**src/rtl/reg_file_bypass.sv**
```systemverilog
// reg_file_bypass
//   Architectural register file for the 5-stage pipeline. Decode reads two
//   source registers combinationally. Writeback writes one destination
//   register through a one-hot write-wordline decode. A same-cycle
//   write-to-read bypass returns writeback data to decode in the cycle it is
//   written, so decode never stalls on a writeback hazard.
//
// Ports
//   clk       in   1       rising-edge clock
//   rst       in   1       synchronous reset, active-high; clears every row
//   SrcReg1   in   ADDR_W  read port 1 index
//   SrcReg2   in   ADDR_W  read port 2 index
//   DstReg    in   ADDR_W  writeback destination index
//   WriteReg  in   1       writeback write enable
//   DstData   in   DATA_W  writeback data
//   SrcData1  out  DATA_W  read port 1 data (bypassed when it matches DstReg)
//   SrcData2  out  DATA_W  read port 2 data (bypassed when it matches DstReg)
//
// R0 is ordinary storage, not hardwired to zero.
module reg_file_bypass #(
  parameter int DATA_W = 16,
  parameter int ADDR_W = 4
) (
  input  logic              clk,
  input  logic              rst,
  input  logic [ADDR_W-1:0] SrcReg1,
  input  logic [ADDR_W-1:0] SrcReg2,
  input  logic [ADDR_W-1:0] DstReg,
  input  logic              WriteReg,
  input  logic [DATA_W-1:0] DstData,
  output logic [DATA_W-1:0] SrcData1,
  output logic [DATA_W-1:0] SrcData2
);

  // Row count is tied to the index width so the two can never disagree.
  localparam int NUM_REGS = 2 ** ADDR_W;

  logic [DATA_W-1:0]   regs [NUM_REGS];
  logic [NUM_REGS-1:0] wordline;
  logic                write_live;

  // Reset discards a concurrent write, and also suppresses the bypass.
  assign write_live = WriteReg & ~rst;

  always_comb begin
    wordline = '0;
    for (int unsigned i = 0; i < NUM_REGS; i++) begin
      wordline[i] = write_live & (DstReg == ADDR_W'(i));
    end
  end

  always_ff @(posedge clk) begin
    if (rst) begin
      for (int unsigned i = 0; i < NUM_REGS; i++) begin
        regs[i] <= '0;
      end
    end else begin
      for (int unsigned i = 0; i < NUM_REGS; i++) begin
        if (wordline[i]) begin
          regs[i] <= DstData;
        end
      end
    end
  end

  always_comb begin
    SrcData1 = regs[SrcReg1];
    SrcData2 = regs[SrcReg2];
    if (write_live && (SrcReg1 == DstReg)) begin
      SrcData1 = DstData;
    end
    if (write_live && (SrcReg2 == DstReg)) begin
      SrcData2 = DstData;
    end
  end

endmodule

```
**config.mk**
```make
export PLATFORM = sky130hd
export DESIGN_NAME = reg_file_bypass
export DESIGN_NICKNAME = d
export VERILOG_FILES = /design/src/rtl/reg_file_bypass.sv
export SDC_FILE = /design/constraint.sdc
export NUM_CORES = 1
export LEC_CHECK = 0
export BUFFER_PORTS_ARGS = -buffer_cell sky130_fd_sc_hd__buf_2
export CELL_PAD_IN_SITES_DETAIL_PLACEMENT = 1
export CELL_PAD_IN_SITES_GLOBAL_PLACEMENT = 2
export CORE_MARGIN = 3
export CORE_UTILIZATION = 40
export CTS_CLUSTER_SIZE = 25
export DETAILED_ROUTE_END_ITERATION = 7
export PLACE_DENSITY_LB_ADDON = 0.2
export SLEW_MARGIN = 30
export SYNTH_ARGS = -nofsm -noshare
export SYNTH_HDL_FRONTEND = slang
export SYNTH_SLANG_ARGS = --single-unit
```
**constraint.sdc**
```tcl
create_clock -name clk -period 4.1 [get_ports clk]
set_input_delay 0.615 -clock clk [delete_from_list [all_inputs] [get_ports clk]]
set_output_delay 0.615 -clock clk [all_outputs]
set_load 0.005 [all_outputs]
```
==> results.sh, run 1 <==
export IMPL_status="complete, no violations"
export IMPL_max_slew_margin=0.325
export IMPL_cp_slowest_stage_delay_ns=0.53
export IMPL_cts_setup_buffers=0
export IMPL_synthCells=812
export IMPL_crit_top_cell="buf_4"
export IMPL_vdd_ir_drop_max_mv=0.358
export IMPL_drtPass1Iterations=5
export IMPL_slew_viol_final=0
export IMPL_root_buffer="clkbuf_16"
export IMPL_rsz0062_at_grt="false"
export IMPL_grt_remaining_overflow=0
export IMPL_clock_sink_count=256
export IMPL_largest_reg_flops=256
export IMPL_min_period_over_period=0.832
export IMPL_worstPathRequired_ns=3.48
export IMPL_regMostFlops="regs"
export IMPL_clk_path_buf_depth=3
export IMPL_routedWlPerCell_um=32.2
export IMPL_track_usage=0.228
export IMPL_worstSetupPathType="in2out"
export IMPL_num_vias=8043
export IMPL_synth_area_sq_mm=0.0140
export IMPL_ys_flop_type="edfxtp_1"
export IMPL_ys_ff_latch=256
export IMPL_numCtsBuffers=30
export IMPL_max_cap_violations=0
export IMPL_setup_viol=0
export IMPL_num_io_pins=63
export IMPL_avgViaCountPerCell=5.99
export IMPL_cts_hold_buf=0
export IMPL_worst_path_max_delay_cell="nand4_1"
export IMPL_postSynthAreaPerCell_sq_um=17.3
export IMPL_synth_distinct_cells=35
export IMPL_antenna_found_initial=5
export IMPL_grt_pass1_vias=8838
export IMPL_ant_nets=0
export IMPL_htreeDepth=1
export IMPL_area_growth_pct=13.2
export IMPL_hold_class="in2reg"
export IMPL_hpwl_mm=26.0
export IMPL_place_gp_congestion=0.810
export IMPL_top_regs="regs: 256 flops"
export IMPL_drt_wl_total_mm=43.2
export IMPL_synth_edf_count=256
export IMPL_tns_ns=0
export IMPL_grt_max_degree=66
export IMPL_initial_core_util=0.412
export IMPL_hold_viol=0
export IMPL_cts_tree="yes"
export IMPL_drt_iter0_markers=733
export IMPL_power_per_cell_area_mw_per_mm2=421
export IMPL_crit_arrival_ns=2.80
export IMPL_core_area_sq_mm=0.0340
export IMPL_drive_above_1_share=0.319
export IMPL_p_leak_uw=0.00582
export IMPL_grt_pass1_wl_mm=62.4
export IMPL_numPortBuffers=62
export IMPL_rows=67
export IMPL_final_nets=900
export IMPL_cts_resized=0
export IMPL_dieArea_sq_mm=0.0374
export IMPL_dpl_cell_area_sq_mm=0.0149
export IMPL_seq_area_frac_synth=0.548
export IMPL_period_minus_slack_ns=3.41
export IMPL_critPathMaxFanout=23
export IMPL_syn_nets=843
export IMPL_clk_pin_slew_worst_paths_ns=0.06
export IMPL_final_area_sq_mm=0.0159
export IMPL_dieWidth_um=193
export IMPL_start_kind="input port"
export IMPL_ys_warnings_count=0
export IMPL_max_freq_mhz=293
export IMPL_end_kind="output pin"
export IMPL_async_flop_share=0
export IMPL_drc=0
export IMPL_die_height_um=193
export IMPL_worstMarginPinSlew_ns=1.01
export IMPL_path_cells="buf_4 > xor2_1 > nor2_1 > nand4_1 > buf_4 > mux2_2 > buf_2"
-- final timing paths --
check / startpoint / to / slack (ns) / depth (start not counted)
hold / removal: DstData[14] / regs[2][14] / 0.51 / 2
setup / recovery: SrcReg2[0] / SrcData2[15] / 0.69 / 7
-- cells by family after synthesis --
group | count (synthesis) | share of synthesized area
simple gates | 203 | 0.0926
xor+xnor | 8 | 0.00499
flops | 256 | 0.548
mux | 256 | 0.315
buf+inv | 77 | 0.0352
compound gates | 12 | 0.00446
-- critical path: cells and delay by family --
family	cells	cell delay, ns
XOR/XNOR	1	0.14
buffers and inverters	3	0.99
multiplexers	1	0.32
AND/OR/NAND/NOR	2	0.67
-- through the flow --
stage / util / total power (uW) / worst slack, ns / instances / hold slack [ns]
detailed placement: 0.436 / 4120 / 0.708 / 1282 / 1.07
global placement: 0.436 / 4090 / 0.796 / 1282 / 1.06
global route: 0.467 / 6890 / 0.625 / 1342 / 0.517
CTS: 0.464 / 6710 / 0.697 / 1336 / 0.492
finish: 0.467 / 6690 / 0.689 / 1343 / 0.512
floorplan: - / 3780 / 1.17 / 812 / 0.943
-- power breakdown --
group	total, uW	switching, uW	leakage, uW	internal (uW)
clock network	2610	1060	0.000468	1550
logic	912	468	0.00289	445
registers	3170	90.9	0.00246	3070
-- per-layer routing --
| layer | global-route usage | share of wire | up-vias |
|---|---|---|---|
| met5 | 0 | 0 | - |
| met4 | 0.0742 | 0.021 | 0 |
| met3 | 0.0414 | 0.058 | 57 |
| met2 | 0.378 | 0.49 | 301 |
| met1 | 0.306 | 0.43 | 4317 |
| li1 | - | - | 3368 |
-- final cells by class --
cell class,instances,area [sq um]
Inverter,1,3.75
Tap cell,448,561
Multi-Input combinational cell,479,5960
Timing Repair Buffer,101,718
Antenna cell,4,10.0
Clock inverter,19,158
Clock buffer,35,791
Fill cell,3294,18200
Sequential cell,256,7690
-- synth_stat cells (2+ instances only) --
| master | n | share of area |
|---|---|---|
| edfxtp_1 | 256 | 0.55 |
| and2_1 | 160 | 0.071 |
| mux2i_1 | 96 | 0.068 |
| mux4_2 | 85 | 0.14 |
| mux4_1 | 43 | 0.080 |
| clkbuf_1 | 30 | 0.0080 |
| buf_2 | 21 | 0.0075 |
| mux2_2 | 17 | 0.014 |
| nor2b_1 | 16 | 0.0071 |
| mux2_4 | 15 | 0.016 |
| o21ai_0 | 11 | 0.0039 |
| buf_1 | 7 | 0.0019 |
| buf_12 | 7 | 0.010 |
| xnor2_1 | 6 | 0.0037 |
| buf_6 | 5 | 0.0040 |
| nor2_2 | 5 | 0.0022 |
| buf_4 | 4 | 0.0021 |
| or2_2 | 4 | 0.0018 |
| nand2b_1 | 3 | 0.0013 |
| nor2_1 | 3 | 0.00080 |
| nand4_1 | 2 | 0.00089 |
| nor3_4 | 2 | 0.0023 |
| xor2_1 | 2 | 0.0012 |
-- placed cells by master, fill, tap and decap left out, types with 4 or more instances in the layout --
cell	instances
mux2i_1	96
diode_2	4
o21ai_4	5
mux2_4	15
mux4_1	43
buf_12	5
o21ai_2	6
clkinv_2	6
mux4_2	85
edfxtp_1	256
clkbuf_1	4
xnor2_1	6
nor2_2	5
and2_1	160
mux2_2	17
buf_4	33
clkinv_1	10
clkbuf_16	31
or2_2	4
buf_2	60
nor2b_1	16
(Power assumes the default switching activity.)
==> run 2, diff against run 1 <==
==> constraint.sdc (replaced) <==
create_clock -name clk -period 3.3 [get_ports clk]
set_input_delay 0.495 -clock clk [delete_from_list [all_inputs] [get_ports clk]]
set_output_delay 0.495 -clock clk [all_outputs]
set_load 0.005 [all_outputs]
==> results.sh, run 2 (synthesis results as in run 1) <==
export IMPL_status="complete, no violations"
export IMPL_worstPathRequired_ns=2.80
export IMPL_initial_core_util=0.412
export IMPL_grt_max_degree=43
export IMPL_slew_viol_final=0
export IMPL_place_gp_congestion=0.788
export IMPL_core_area_sq_mm=0.0340
export IMPL_max_freq_mhz=345
export IMPL_die_height_um=193
export IMPL_period_minus_slack_ns=2.90
export IMPL_htreeDepth=1
export IMPL_final_cell_mix="edfxtp_1, and2_1, mux2i_1"
export IMPL_num_vias=8079
export IMPL_p_leak_uw=0.00591
export IMPL_cts_hold_buf=0
export IMPL_num_io_pins=63
export IMPL_cts_setup_buffers=0
export IMPL_drc=0
export IMPL_routedWlPerCell_um=31.4
export IMPL_power_per_cell_area_mw_per_mm2=520
export IMPL_vdd_ir_drop_max_mv=0.378
export IMPL_clk_pin_slew_worst_paths_ns=0.06
export IMPL_min_period_over_period=0.878
export IMPL_grt_pass1_wl_mm=62.1
export IMPL_hold_viol=0
export IMPL_avgViaCountPerCell=5.95
export IMPL_setup_viol=0
export IMPL_numPortBuffers=62
export IMPL_worstSetupPathType="in2out"
export IMPL_rsz0062_at_grt="false"
export IMPL_end_kind="output pin"
export IMPL_crit_arrival_ns=2.40
export IMPL_drtPass1Iterations=5
export IMPL_max_slew_margin=0.472
export IMPL_largest_reg_flops=256
export IMPL_final_cells=1357
export IMPL_drive_above_1_share=0.337
export IMPL_min_from="DstData[3]"
export IMPL_regMostFlops="regs"
export IMPL_final_nets=915
export IMPL_start_kind="input port"
export IMPL_worstMarginPinSlew_ns=0.791
export IMPL_cts_resized=0
export IMPL_track_usage=0.225
export IMPL_worst_hold_path_endpoint="regs[0][3]"
export IMPL_rows=67
export IMPL_hpwl_mm=26.9
export IMPL_numCtsBuffers=30
export IMPL_ant_nets=0
export IMPL_dp_cells=1299
export IMPL_dieArea_sq_mm=0.0374
export IMPL_tns_ns=0
export IMPL_max_cap_violations=0
export IMPL_drt_wl_total_mm=42.6
export IMPL_clock_sink_count=256
export IMPL_drt_iter0_markers=811
export IMPL_dieWidth_um=193
export IMPL_grt_remaining_overflow=0
export IMPL_min_path_cells=2
export IMPL_dpl_cell_area_sq_mm=0.0150
export IMPL_final_area_sq_mm=0.0160
export IMPL_area_growth_pct=14.2
export IMPL_grt_pass1_vias=8875
export IMPL_antenna_found_initial=3
export IMPL_clk_path_buf_depth=3
export IMPL_root_buffer="clkbuf_16"
export IMPL_top_regs="regs: 256 flops"
export IMPL_num_fill_cells=3251
export IMPL_cts_tree="yes"
export IMPL_layout_commonest_cell="edfxtp_1"
export IMPL_finalPower_uw=8340
export IMPL_hold_class="in2reg"
export IMPL_critPathMaxFanout=21
==> run 2: changes by cell type in the layout (fill, tap and decap cells not counted), sizes merged <==
cell      before  now
diode          4    2
buf          101  116
inv            1    2
clkbuf        35   36
clkinvlp       0    1
clkinv        16   14
==> run 2: worst max-delay path, stage by stage <==
cell and delay [ns]:
buf_4 0.28, buf_12 0.25, mux4_1 0.58, mux2i_1 0.24, mux2i_1 0.12, mux2_4 0.28
buf_2 0.13
==> run 2: report_power, final <==
| part | switching (uW) | total [uW] | internal, uW |
|---|---|---|---|
| Sequential | 111 | 3930 | 3820 |
| Clock | 1320 | 3260 | 1940 |
| Combinational | 581 | 1150 | 565 |
| Total | 2010 | 8340 | 6320 |
==> run 2: metrics by stage <==
| stage | util | hold slack [ns] | worst slack [ns] |
|---|---|---|---|
| after floorplan | - | 0.823 | 0.492 |
| after global placement | 0.442 | 0.944 | 0.385 |
| after detailed placement | 0.442 | 0.950 | 0.378 |
| after CTS | 0.470 | 0.380 | 0.371 |
| after global routing | 0.471 | 0.399 | 0.287 |
| final | 0.471 | 0.394 | 0.402 |
==> run 2: cell type report <==
type                            instances  area [sq um]  area share
Timing Repair Buffer                  116           853      0.0532
Clock buffer                           36           795      0.0496
Multi-Input combinational cell        479          5960       0.371
Antenna cell                            2          5.00    0.000312
Clock inverter                         19           173      0.0108
Inverter                                1          3.75    0.000234
Sequential cell                       256          7690       0.479
Tap cell                              448           561      0.0350
==> run 2: routing by layer <==
| metal | vias to the layer above | global-route usage | wire length [um] |
|---|---|---|---|
| met5 | - | 0 | 0 |
| met4 | 0 | 0.0517 | 968 |
| met3 | 57 | 0.0348 | 2270 |
| met2 | 272 | 0.387 | 21500 |
| met1 | 4361 | 0.304 | 18000 |
| li1 | 3389 | - | - |
==> run 2: worst max-delay path by stage <==
stage	from	endpoint	slack, ns	cells after the start
after global placement	SrcReg1[0]	SrcData1[3]	0.38	7
after floorplan	DstReg[3]	regs[5][0]	0.49	4
after CTS	SrcReg1[0]	SrcData1[3]	0.37	7
final	SrcReg1[0]	SrcData1[2]	0.40	7
after global routing	SrcReg1[0]	SrcData1[3]	0.29	7
after detailed placement	SrcReg1[0]	SrcData1[3]	0.38	7
